==> src/rtl/traffic_request_conditioner.sv <==
// Synchronises, debounces and edge-detects the walk button and vehicle sensor,
// holding sticky requests until acknowledged. Optional walk lockout: WALK_LOCKOUT_EN.
module traffic_request_conditioner #(
  parameter int unsigned TICK_DIV      = 50000,
  parameter int unsigned DEB_CYCLES    = 8,
  parameter int unsigned LOCKOUT_TICKS = 64
) (
  input  logic       clk,
  input  logic       reset,
  input  logic       walk_btn,
  input  logic       sensor_in,
  input  logic       walk_ack,
  input  logic       sensor_ack,
  output logic       walk_req,
  output logic       sensor_req,
  output logic       sensor_level,
  output logic [3:0] press_cnt,
  output logic       tick
);

  localparam int unsigned DIV_W = (TICK_DIV > 1) ? $clog2(TICK_DIV) : 1;
  localparam int unsigned CNT_W = (DEB_CYCLES > 1) ? $clog2(DEB_CYCLES + 1) : 1;
  localparam logic [DIV_W-1:0] DIV_LAST = DIV_W'(TICK_DIV - 1);
  localparam logic [CNT_W-1:0] DEB_LAST = CNT_W'(DEB_CYCLES - 1);

  localparam int unsigned WALK = 0;
  localparam int unsigned SENS = 1;

  localparam logic [0:0] IDLE = 1'b0;
  localparam logic [0:0] PEND = 1'b1;

  logic [1:0]       raw;
  logic [1:0]       ack;
  logic [1:0]       sync1;
  logic [1:0]       sync2;
  logic [1:0]       db;
  logic [1:0]       db_q;
  logic [1:0]       rise;
  logic [1:0]       fsm_rise;
  logic [1:0]       state;
  logic [1:0]       state_next;
  logic [CNT_W-1:0] deb_cnt [2];
  logic [DIV_W-1:0] div;
  logic [DIV_W-1:0] div_next;

  assign raw = {sensor_in, walk_btn};
  assign ack = {sensor_ack, walk_ack};

  always_ff @(posedge clk or negedge reset) begin
    if (!reset) begin
      sync1 <= '0;
      sync2 <= '0;
    end else begin
      sync1 <= raw;
      sync2 <= sync1;
    end
  end

  // tick is registered from the next divider value so it is high exactly
  // while div sits at its last count (every cycle when TICK_DIV is 1).
  always_comb begin
    div_next = '0;
    if (div != DIV_LAST)
      div_next = DIV_W'(div + 1'b1);
  end

  always_ff @(posedge clk or negedge reset) begin
    if (!reset) begin
      div  <= '0;
      tick <= 1'b0;
    end else begin
      div  <= div_next;
      tick <= (div_next == DIV_LAST);
    end
  end

  always_ff @(posedge clk or negedge reset) begin
    if (!reset) begin
      db <= '0;
      for (int unsigned i = 0; i < 2; i++)
        deb_cnt[i] <= '0;
    end else if (tick) begin
      for (int unsigned i = 0; i < 2; i++) begin
        if (sync2[i] != db[i]) begin
          if (deb_cnt[i] == DEB_LAST) begin
            db[i]      <= sync2[i];
            deb_cnt[i] <= '0;
          end else begin
            deb_cnt[i] <= CNT_W'(deb_cnt[i] + 1'b1);
          end
        end else begin
          deb_cnt[i] <= '0;
        end
      end
    end
  end

  always_ff @(posedge clk or negedge reset) begin
    if (!reset)
      db_q <= '0;
    else
      db_q <= db;
  end

  assign rise = db & ~db_q;

`ifdef WALK_LOCKOUT_EN
  localparam int unsigned LK_W = (LOCKOUT_TICKS > 0) ? $clog2(LOCKOUT_TICKS + 1) : 1;

  logic [LK_W-1:0] lock_cnt;

  // Loaded on the acknowledge edge, so a rise coinciding with ack still re-arms.
  always_ff @(posedge clk or negedge reset) begin
    if (!reset)
      lock_cnt <= '0;
    else if (state[WALK] == PEND && ack[WALK])
      lock_cnt <= LK_W'(LOCKOUT_TICKS);
    else if (tick && lock_cnt != '0)
      lock_cnt <= LK_W'(lock_cnt - 1'b1);
  end

  assign fsm_rise = {rise[SENS], rise[WALK] & (lock_cnt == '0)};
`else
  logic unused_lockout;

  assign unused_lockout = ^LOCKOUT_TICKS;
  assign fsm_rise       = rise;
`endif

  always_comb begin
    state_next = state;
    for (int unsigned i = 0; i < 2; i++) begin
      case (state[i])
        IDLE:    if (fsm_rise[i]) state_next[i] = PEND;
        default: if (ack[i] && !fsm_rise[i]) state_next[i] = IDLE;
      endcase
    end
  end

  always_ff @(posedge clk or negedge reset) begin
    if (!reset)
      state <= {IDLE, IDLE};
    else
      state <= state_next;
  end

  assign walk_req     = (state[WALK] == PEND);
  assign sensor_req   = (state[SENS] == PEND);
  assign sensor_level = db[SENS];

  always_ff @(posedge clk or negedge reset) begin
    if (!reset)
      press_cnt <= '0;
    else if (rise[WALK] && press_cnt != 4'hF)
      press_cnt <= press_cnt + 4'd1;
  end

endmodule

==> config.mk <==
export PLATFORM = sky130hd
export DESIGN_NAME = traffic_request_conditioner
export DESIGN_NICKNAME = d
export VERILOG_FILES = /design/src/rtl/traffic_request_conditioner.sv
export SDC_FILE = /design/constraint.sdc
export NUM_CORES = 1
export LEC_CHECK = 0
export ABC_AREA = 1
export CAP_MARGIN = 40
export CORE_UTILIZATION = 45
export DETAILED_ROUTE_END_ITERATION = 6
export PLACE_DENSITY = 0.69
export SLEW_MARGIN = 20
export SYNTH_ARGS = -nofsm -noshare
export SYNTH_HDL_FRONTEND = slang
export SYNTH_SLANG_ARGS = --single-unit
export TNS_END_PERCENT = 30
==> constraint.sdc <==
create_clock -name clk -period 2.5 [get_ports clk]
set_input_delay 0.375 -clock clk [delete_from_list [all_inputs] [get_ports clk]]
set_output_delay 0.375 -clock clk [all_outputs]
set_load 0.03 [all_outputs]
# Yosys cells after proc, flatten, opt, wreduce, memory -nomap -nowiden
# Index checks and enable logic that the tools add are counted.
# word_totals
mem_bits_rw,0
mem_count,0
output_inout_bits,8
rom_bits,0
latch_bits,0
word_cells,42
register_bits,39
input_bits,6
# classes
add_sub_neg,4
div_mod_pow,0
shift,0
n_mux,11
n_mul,0
n_reduce_logical,7
order_cmp,0
eq_ne,7
n_bitwise,2
# ops
op,n
"16-bit by 1-bit adder with 16-bit output, second input constant",1
"16-bit equality test, second input constant",1
16-bit 2-to-1 mux,1
4-bit 2-to-1 mux,4
"16-bit inequality test, second input constant",1
"4-bit by 1-bit adder with 4-bit output, second input constant",3
"4-bit by 3-bit equality test with 1-bit output, second input constant",2
1-bit 2-to-1 mux,6
3-bit AND reduction,2
"4-bit inequality test, second input constant",1
1-bit logical AND,3
2-bit bitwise AND,1
1-bit zero test,2
1-bit inequality test,2
2-bit NOT,1

# Depth between registers and ports, before layout
# depth
word_depth,6
mapped_depth,11
ltp_nobuf,11

# Least setup slack after synthesis
# Ideal clock, no wire load.
# synth_timing
path_kind,reg-to-reg
from,register div[0]
to,register tick
required_ps,2431
t_arrival_ps,1345
path_stages_with_launch,10
slack_ps,1086
setup_time_ps,69
path_buffers,0
period_less_slack_ps,1414
cell_sequence,dfrtp_1 > ha_1 > nand3_1 > nor2_1 > and2_1 > nor2_2 > nand2_1 > nor2_1 > nand2_1 > nor2_2
# synth_via
elab_chain_cells,3
word_cells_on_any_way,4
cone_classes,1 x add/sub; 2 x eq/ne; 1 x mux
# synth_lines
item,line_no,source
start: declaration,43,logic [DIV_W-1:0] div;
start signal: assignment,72,div <= div_next;
16-bit by 1-bit adder with 16-bit output / 16-bit inequality test (equally long branches),"64, 63",
16-bit 2-to-1 mux (*),63,if (div != DIV_LAST)
via div_next[8],44,logic [DIV_W-1:0] div_next;
16-bit equality test (*),73,tick <= (div_next == DIV_LAST);
end signal: assignment,73,
end: declaration,18,output logic tick
# Mark *: on every way through the listed nets, which the timed path passes. The rest lies on a longest branch.
# A chain may end at the register's enable or synchronous reset.

# Worst setup path after layout
# layout_timing
from,register tick
to,output port tick
# No word-level cell between the ends.

==> results.ini <==
[synthesis]
post-synth-top-area-fraction_pct = 49.97
yosys.cell_types.count = 24
synthArstFlopShare_pct = 100.0
synth_cells = 239
synthFlopType = dfrtp_1
synth_edf_count = 0
syn_area_sq_mm = 0.001953
yosysWarningCount = 0
ys_seq_elements = 39
synthesis.nets = 249
yosys-top-cells-area = dfrtp_1 50%, nand2_1 12%, inv_1 6.3%
synth.most_common_cell = nand2_1
synth.cells.most_frequent = 63 x nand2_1, 39 x dfrtp_1, 33 x inv_1, 29 x nor2_1, 15 x nand3_1
yosys.area.top_type = dfrtp_1
avgSynthCellArea_sq_um = 8.172
synth-seq-area-share_pct = 49.97

[global_routing]
antenna_found_initial = 0
grt_overflow = 0
grt_pass1_wl_microns = 5947
grt_pass1_vias = 1417
grt_max_degree = 31
track_usage_pct = 17.77

[die]
ios = 14
row_count = 23
dieHeight_microns = 67.88
die-area_sq_mm = 0.004608
dieWidth_microns = 67.88
core-area_sq_mm = 0.004086
start_util_pct = 47.80

[clock_tree]
numCtsBuffers = 5
cts-root-buf = clkbuf_8
post_cts_buffers = 0
cts_buffer_depth = 2
cts.reportedPaths.clkPinSlew_ns = 0.08
htreeDepth = 2
postCtsResizedCells = 0
ctsHoldBuffers = 1
cts_tree = built
insertion_delay_ns = 0.29
clock_sinks = 39

[timing]
maxSlewViolCount = 0
period_minus_slack_ns = 1.939
relSlewSlack_pct = 77.94
rsz0062_at_grt = no
tns_ns = 0
skew_ns = 0.01112
finalSetupViolCount = 0
period_share_pct = 77.54
fmax_mhz = 515.8
final_hold_viol_count = 0
tightest_slew_ns = 0.3308
whs_ns = 0.3504

[detailed_routing]
wire_per_inst_microns = 11.05
dr_total_vias = 1521
drc_errors = 0
drt-total-wl_microns = 3438
dr.pass1.iters = 4
vias_per_cell = 4.891
drt-initial-drc-count = 78
drtAntennaViolNets = 0

[final_layout]
utilization_pct = 55.57
diodes = 0
design_area_sq_mm = 0.002271
layout-drive-gt1-share_pct = 10.34
area_growth_pct = 16.27
final_nets = 270

[placed_design]
placement.cell_area_sq_mm = 0.002157
port_buffers = 13
post-dp-hpwl_microns = 2646
gp_congestion = 0.8531

[setup_path]
crit_fanout = 12
path_buf_inv = 1
arrival_ns = 1.56
worst-r2r-setup-slack_ns = 0.89
crit_chain = clkdlybuf4s50_1
cp-end-kind = primary output
cp_top_family = buffers and inverters
slowest_stage = clkdlybuf4s50_1
critPathLaunchType = register
crit_type = register to primary output
critPathRequiredTime_ns = 2.12
cpPeakStageDelay_ns = 0.74

[run]
maxCapViolations = 0

[status]
status = complete, no violations

[pwr]
power_density_mw_per_mm2 = 493.0
p_leak_uw = 0.001131
irDropWorstVdd_mv = 0.3403

[min_path]
hold_path_class = register to register

[cells by family after synthesis]
| family | share of synthesized area (%) |
|---|---|
| simple gates | 31.90 |
| flops | 49.97 |
| buf+inv | 6.726 |
| compound gates | 4.356 |
| xor+xnor | 4.484 |
| fa+ha+maj | 2.563 |
[through the flow]
stage               total power, uW  std cells  worst slack, ns
finish                         1120        311           0.5614
global route                   1166        311           0.4967
CTS                            1140        311           0.5664
detailed placement            672.9        302           0.8799
global placement              669.6        301           0.8834
floorplan                     649.2        239            1.086
[worst paths after layout]
kind	end	from	depth (start not counted)
min reg2reg	sync2[1]	sync1[1]	0
max reg2reg	tick	div[0]	9
min	sync2[1]	sync1[1]	0
max in group asynchronous	db[1]	reset	3
max	tick	tick	1
min in group asynchronous	div[2]	reset	2
[power breakdown]
part,leakage (uW),total (uW),switching (uW),internal (uW)
logic,0.000559,25.1,14.2,11.0
clock network,0.0000505,459,208,251
registers,0.000521,635,1.48,634
total,0.00113,1120,224,895
[cell usage in the layout (no fill, tap or decap), drive strengths merged]
cell type / count
o22ai: 2
ha: 4
nor2: 40
nand3b: 1
inv: 34
nor3b: 2
nand3: 16
and2: 1
xnor2: 4
clkdlybuf4s50: 12
a21oi: 3
dfrtp: 39
o211ai: 2
clkbuf: 7
dlygate4sd3: 1
nor3: 2
xor2: 6
nand2: 67
buf: 2
clkinvlp: 1
o21ai: 4
nand4: 8
o21bai: 3
[layout make-up]
class	count	area, sq um
Tap cell	50	62.56
Clock buffer	7	96.34
Timing Repair Buffer	15	155.1
Fill cell	379	1815
Clock inverter	1	7.507
Multi-Input combinational cell	165	845.8
Sequential cell	39	975.9
Inverter	34	127.6
[registers in the layout (all words and copies together), names as in the netlist]
name	count
sync1	2
state	2
tick	1
deb_cnt	8
div	16
db_q	2
sync2	2
press_cnt	4
db	2
[metal layers]
layer | up-vias | wire [microns] | track usage, %
li1 | 796 | - | -
met1 | 689 | 1708 | 23.25
met2 | 31 | 1529 | 27.85
met3 | 5 | 157 | 4.833
met4 | 0 | 44 | 7.031
met5 | - | 0 | 0
Note: power is estimated with default switching activity, not from simulation.
